===== config.mk =====
export PLATFORM = sky130hd
export DESIGN_NAME = fix_chk_fifo
export DESIGN_NICKNAME = d
export VERILOG_FILES = /design/src/rtl/fix_chk_fifo.sv
export SDC_FILE = /design/constraint.sdc
export NUM_CORES = 1
export LEC_CHECK = 0
export ABC_AREA = 1
export CORE_ASPECT_RATIO = 2
export CORE_UTILIZATION = 55
export DETAILED_ROUTE_END_ITERATION = 8
export PLACE_DENSITY_LB_ADDON = 0.25
export SLEW_MARGIN = 20
export SYNTH_ARGS = -nofsm -noshare
export SYNTH_HDL_FRONTEND = slang
export SYNTH_SLANG_ARGS = --single-unit

===== constraint.sdc =====
create_clock -name clk -period 2.3 [get_ports clk]
set_input_delay 0.46 -clock clk [delete_from_list [all_inputs] [get_ports clk]]
set_output_delay 0.46 -clock clk [all_outputs]
set_load 0.05 [all_outputs]

===== src/rtl/fix_chk_fifo.sv =====
`timescale 1ns/1ps
`default_nettype none
// +--------------------------------------------------------------------+
// | fix_chk_fifo: show-ahead synchronous FIFO with flush                 |
// | Rev 1.0                                                             |
// +--------------------------------------------------------------------+
module fix_chk_fifo #(
  parameter int unsigned W     = 9,
  parameter int unsigned DEPTH = 16
) (
  input  logic         clk,
  input  logic         reset_n,
  input  logic         flush_i,
  input  logic         wr_en_i,
  input  logic [W-1:0] wr_data_i,
  input  logic         rd_en_i,
  output logic         full_o,
  output logic         empty_o,
  output logic [W-1:0] head_o
);
  localparam int unsigned AW = $clog2(DEPTH);

  logic [W-1:0] mem_q [DEPTH];
  logic [AW:0]  wr_ptr_q;
  logic [AW:0]  rd_ptr_q;
  logic         w_wr;
  logic         w_rd;

  assign w_wr    = wr_en_i && !full_o && !flush_i;
  assign w_rd    = rd_en_i && !empty_o && !flush_i;
  // Extra pointer MSB distinguishes full from empty when indices match.
  assign empty_o = (wr_ptr_q == rd_ptr_q);
  assign full_o  = (wr_ptr_q[AW] != rd_ptr_q[AW]) &&
                   (wr_ptr_q[AW-1:0] == rd_ptr_q[AW-1:0]);
  assign head_o  = mem_q[rd_ptr_q[AW-1:0]];

  always_ff @(posedge clk or negedge reset_n) begin
    if (!reset_n) begin
      wr_ptr_q <= '0;
      rd_ptr_q <= '0;
    end else if (flush_i) begin
      wr_ptr_q <= '0;
      rd_ptr_q <= '0;
    end else begin
      if (w_wr) wr_ptr_q <= wr_ptr_q + (AW+1)'(1);
      if (w_rd) rd_ptr_q <= rd_ptr_q + (AW+1)'(1);
    end
  end

  always_ff @(posedge clk) begin
    if (w_wr) mem_q[wr_ptr_q[AW-1:0]] <= wr_data_i;
  end
endmodule
`default_nettype wire


# Yosys cells after proc, flatten, opt, wreduce, memory -nomap -nowiden
# Memories as Yosys holds them, arrays and structs flattened.
# Index checks and enable logic that the tools add are counted.
# word_totals
ram_bits	144
n_memories	1
word_cells	24
output_inout_bits	11
regBits	10
# classes
add_sub_neg	2
n_reduce_logical	10
muxes	6
eq_ne	3
# mem_list
name	words	width	rd	rd_clocked_by_memory_dff	wr	line	rtl
mem_q	16	9	1	0	1	23	logic [W-1:0] mem_q [DEPTH];
# op_table
cell	n
$mux 5	4
$add 5x1->5 const B	2
$eq 5x5->1	1
$logic_and 1x1->1	5
$eq 4x4->1	1
$reduce_bool 2->1	2
$logic_not 1->1	3
$mux 1	2
$ne 1x1->1	1

# Longest topological paths before layout
# depth
depth_word	7
mapped_depth	9
depth_no_buf	8

# Worst setup path before layout
# Ideal clock, no wire load.
# synth_timing
path_kind	reg-to-output
from	register rd_ptr_q[0]
to	output port head_o[6]
arrival_ns	1.493
path_stages_with_launch	10
n_path_buf	2
setup_slack_ns	0.347
cell_sequence	dfrtp_1 -> inv_1 -> buf_4 -> buf_2 -> nand2_1 -> nand3_1 -> nand2_1 -> a31oi_1 -> nand2_1 -> nand2_1
# synth_via
elab_chain_cells	1
# synth_lines
element	line	rtl
start, declared	25	logic [AW:0] rd_ptr_q;
start signal, assigned	46	if (w_rd) rd_ptr_q <= rd_ptr_q + (AW+1)'(1);
$mem_v2 16x9	-	
end, declared	19	output logic [W-1:0] head_o
# No other way between the ends.

# Worst setup path after layout
# layout_timing
from	register rd_ptr_q[0]
to	output port head_o[7]
# The elaborated chain is that of the path after synthesis.

==> out/metrics.yaml <==
final.period_utilization_pct: 105
layout_setup_ws_ns: -0.115
clk_latency_ns: 0.43
vias_per_cell: 6.02
rsz0062_at_grt: "true"
fin_crit_ns: 2.42
die_h_um: 156
finalSetupViolCount: 9
final_common_cell: "edfxtp_1"
grt_antenna_before_repair: 0
drc: 0
tritoncts: "yes"
final_cell_mix: "edfxtp_1, nand2_1, nor2_1, buf_4, o21ai_0"
drive_gt1_share_pct: 22.3
avgRoutedWirePerCell_um: 22.2
finClkSkew_ns: 0.0131
avgSynthCellArea_um2: 11.7
place_ws_ns: 0.0499
dpl.hpwl_um: 10100
fillers: 832
violations: "negative setup slack"
cp-end-kind: "output pin"
dr.pass1.iters: 5
placed_area_um2: 7080
timing.rr.end: "mem_q[15][4]"
ios: 25
arrival_ns: 1.96
yosys_warnings: 0
vias: 4728
r2r-start: "rd_ptr_q[0]"
yosysSeqAreaShare_pct: 70.0
root_buffer: "clkbuf_16"
finalPower_uw: 6660
critPathKind: "reg -> out"
numCtsBuffers: 17
slew_headroom_pct: 55.8
synth_nets: 580
cp-start-kind: "flop"
hold_path_class: "in -> async"
grt_pass1_wl_um: 25900
drtIter0Drc: 346
outcome: "finished with violations"
p_leak_uw: 0.00300
r2r_slack_ns: 0.14
gp_congestion: 0.857
portBuffers: 24
fp.coreArea_um2: 11600
syn_area_um2: 6540
worst_slew_pin_slew_ns: 0.661
synth_cell_types: 28
gr-total-overflow: 0
timing_max_transition_violations_final: 0
cp.required_ns: 1.84
drt-total-wl_um: 17500
grt_max_degree: 39
ir_drop_v: 0.000689
initial_utilization_pct: 56.2
numClockSinks: 154
rows: 56
antenna_cells: 0
fmax_mhz: 414
final_cell_area_um2: 8140
grt_usage_pct: 29.7
synth_cells: 561
htreeDepth: 4
path_max_fanout: 17
drv_cap: 0
grt_pass1_vias: 4642
dieWidth_um: 79.1
nets: 647
power.density_nw_per_um2: 819
clk_pin_slew_worst_paths_ns: 0.07
r2r_cells: 11
cts_hold_repair.buffers: 0
final_antenna_net_count: 0
syn_to_final_growth_pct: 24.5
ys_ff_latch: 154
clk_path_buf_depth: 2
dieArea_um2: 12400
hold_viol: 0
fin_setup_tns_ns: -0.663
final_util_pct: 69.9
[cell type report]
type | count | area [um2] | share of cell area, %
well taps | 145 | 181 | 2.23
multi-input cells | 363 | 1870 | 22.9
inverters | 17 | 73.8 | 0.907
flip-flops and latches | 154 | 4580 | 56.3
repair buffers | 75 | 896 | 11.0
clock inverters | 15 | 115 | 1.41
clock buffers | 17 | 425 | 5.23
[kinds of logic after synthesis]
group / synth area share (%)
buf+inv: 3.52
simple gates: 17.2
flops: 70.0
compound gates: 7.52
fa+ha+maj: 0.957
xor+xnor: 0.804
[how the worst max path moves through the flow]
stage                           start         to  slack (ns)  cells after the start
after global routing      rd_ptr_q[0]  head_o[7]       -0.19                      9
after global placement    rd_ptr_q[1]  head_o[5]        0.08                      8
after CTS                 rd_ptr_q[0]  head_o[1]        -0.1                      9
after detailed placement  rd_ptr_q[1]  head_o[5]        0.05                      8
after floorplan           rd_ptr_q[0]  head_o[6]        0.35                      9
final                     rd_ptr_q[0]  head_o[7]       -0.12                      9
[what timing repair did]
item | CTS | global route
pin swaps | 6 | 6
setup endpoints to repair | 11 | 37
setup buffers | 10 | 4
gates cloned | 5 | 3
gates resized for setup | 45 | 24
[worst max-delay path: stages, from the launching register on]
cell and delay, ns:
dfrtp_2 0.48, inv_8 0.13, buf_12 0.16, nand2_1 0.06, nand3_1 0.08, nand2_1 0.06, a21oi_2 0.17, o21ai_1 0.10
nand2_1 0.11, buf_6 0.17
[cell usage after synthesis]
cell | number | area, um2
clkbuf_1 | 10 | 37.5
buf_12 | 1 | 20.0
a21oi_1 | 25 | 125
o21ai_0 | 41 | 205
o22ai_1 | 3 | 18.8
buf_6 | 2 | 22.5
o211ai_1 | 14 | 105
nor2_2 | 11 | 68.8
nand3_1 | 31 | 155
nor2_4 | 2 | 22.5
buf_4 | 2 | 15.0
buf_2 | 13 | 65.1
ha_1 | 5 | 62.6
dfrtp_1 | 10 | 250
nand4_1 | 10 | 62.6
nand2_1 | 143 | 537
edfxtp_1 | 144 | 4320
nand2_2 | 2 | 12.5
buf_1 | 1 | 3.75
nand3_4 | 2 | 35.0
nand3_2 | 1 | 10.0
inv_1 | 15 | 56.3
inv_2 | 1 | 3.75
nor2_1 | 59 | 221
inv_4 | 1 | 6.26
xor2_1 | 4 | 35.0
xnor2_1 | 2 | 17.5
a31oi_1 | 6 | 37.5
[state kept, by name (all words and copies together) (netlist names)]
name	cells
rd_ptr_q	5
mem_q	144
wr_ptr_q	5
[power by group]
part	total [uW]	switching [uW]	internal (uW)
clock network	2550	1150	1400
logic	1000	614	391
registers	3110	19.3	3090
total	6660	1790	4870
[routing by layer]
metal	up-vias	part of all wire, %	GRT usage [%]
met5	-	0	0
met4	0	5.2	16.8
met3	75	6.0	6.20
met2	227	54	51.1
met1	2307	35	33.8
li1	2119	-	-
[through the flow]
step	cells	hold slack [ns]
after floorplan	561	0.164
after global placement	732	0.561
after detailed placement	732	0.571
after CTS	779	0.369
after global routing	786	0.388
final	786	0.362
(Power assumes the default switching activity.)
==> patch: new RTL, same settings <==
The parameter `DEPTH` goes from 16 to 8.
--- a/src/rtl/fix_chk_fifo.sv
+++ b/src/rtl/fix_chk_fifo.sv
@@ -8,3 +8,3 @@
   parameter int unsigned W     = 9,
-  parameter int unsigned DEPTH = 16
+  parameter int unsigned DEPTH = 8
 ) (
Formal check against the unedited RTL: not equivalent (Yosys sat finds a counterexample within 10 cycles, from zero or initial values and one cycle with reset_n low).
==> patch against the unedited design <==
- maximum frequency up 9.4%
- final area down 50%
- via count down 51%
- sequential cell count down 74
- worst setup slack better by 210 ps
- combinational power down 44%
- wire length down 58%
- register-to-register slack better by 280 ps
- area after synthesis down 47%
- power down 47%
- largest power group unchanged
==> patch: results (changes against the unedited design) <==
status: "completed"
dpl.hpwl_um: 5002  # -50%
synth_edf_count: 72  # -50%
vias: 2307  # -51%
met1_usage_pct: 26.87  # -6.9 points
fill_cells: 445  # -47%
cts_max_level: 3  # -1
drive_gt1_share_pct: 18.37  # -3.9 points
worst-endpoint-arrival_ps: 1750  # -210 ps
crit_path_end: "full_o"
yosysSeqAreaShare_pct: 68.11  # -1.9 points
tightest_slew_ps: 441.4  # -220.0 ps
peakVddDrop_uv: 579.5  # -16%
critPathMaxFanout: 10  # -7
startpoint: "rd_ptr_q[2]"
synthTopCellsByCount: "edfxtp_1, nand2_1, nor2_1, o21ai_0, o22ai_1"
clkLatencyLatePin_ps: 330  # -100 ps
dp.cells: 400  # -45%
leakage_nw: 1.535  # -49%
synthAdderAreaFrac_pct: 0.7215  # -0.24 points
rr_endpoint: "mem_q[4][2]"
num-nets-final: 343  # -47%
cts_setup_buffers: 0  # -10
ys_async_sr_fraction_pct: 10.00  # +3.5 points
fin_skew_ps: 7.092  # -6.025 ps
cpMaxStageDelayCell: "dfrtp_1"
switchingPower_uw: 910.3  # -49%
grt_max_degree: 42  # +7.7%
largest_register_ff_count: 72  # -50%
post_drt_via_cell_ratio: 5.546  # -7.8%
synth_xor_area_share_pct: 0.7576  # -0.046 points
grt_pass1_wl_um: 11580  # -55%
syn-instance-count: 295  # -47%
crit_path_max_incr_delay_ps: 580  # +100 ps
drtPass1Iterations: 4  # -1
placed_area_sq_um: 3804  # -46%
met2_usage_pct: 44.67  # -6.5 points
wire_per_inst_um: 17.57  # -21%
track_usage_pct: 24.95  # -4.8 points
first_iter_violations: 113  # -67%
gp_congestion: 0.8428  # -1.6%
patch: cell count changes in the layout (fill, tap and decap cells not counted), sizes merged, moves of 12 or more:
| cell | change |
|---|---|
| o22ai | +15 |
| o211ai | -14 |
| inv | -12 |
| buf | -36 |
| nand2 | -91 |
| nand3 | -19 |
| a21oi | -25 |
| nor2 | -27 |
| edfxtp | -72 |
patch: power by group through the flow:
stage	logic, mW	registers [mW]	clock network, mW
after floorplan	0.391	1.65	0
after global placement	0.551	1.66	0
after detailed placement	0.559	1.66	0
after CTS	0.561	1.63	1.35
after global routing	0.606	1.63	1.40
final	0.562	1.63	1.33
patch: timing repair:
action                                  in CTS  in global routing
resized for setup                            0                  6
hold buffers                                 0                  0
endpoints found under the setup margin       0                 11
patch: per-stage QoR:
step / worst slack, ps / utilization [%] / hold WS, ps
after global routing: 14.29 / 67.64 / 462.2
after detailed placement: 369.1 / 62.81 / 532.7
after global placement: 387.2 / 62.81 / 509.1
after CTS: 19.77 / 67.42 / 431.8
after floorplan: 467.1 / - / 164.4
final: 92.38 / 67.64 / 433.9
patch: per-layer routing:
metal	part of all wire, %	routed length [um]
met1	37	2676
met2	57	4200
met3	2.8	202
met4	3.2	232
met5	0	0
patch: cell type report:
class | instances | area (sq um) | area share, %
inverters | 13 | 56.30 | 1.374
repair buffers | 37 | 330.3 | 8.064
clock inverters | 6 | 50.05 | 1.222
multi-input cells | 186 | 962.2 | 23.49
clock buffers | 10 | 229.0 | 5.590
well taps | 84 | 105.1 | 2.566
flip-flops and latches | 80 | 2364 | 57.70
patch: critical path: cells and delay by family, from the launching register on:
kind / cells / cell delay (ps)
buf+inv: 4 / 500
simple gates: 3 / 330
flops: 1 / 580
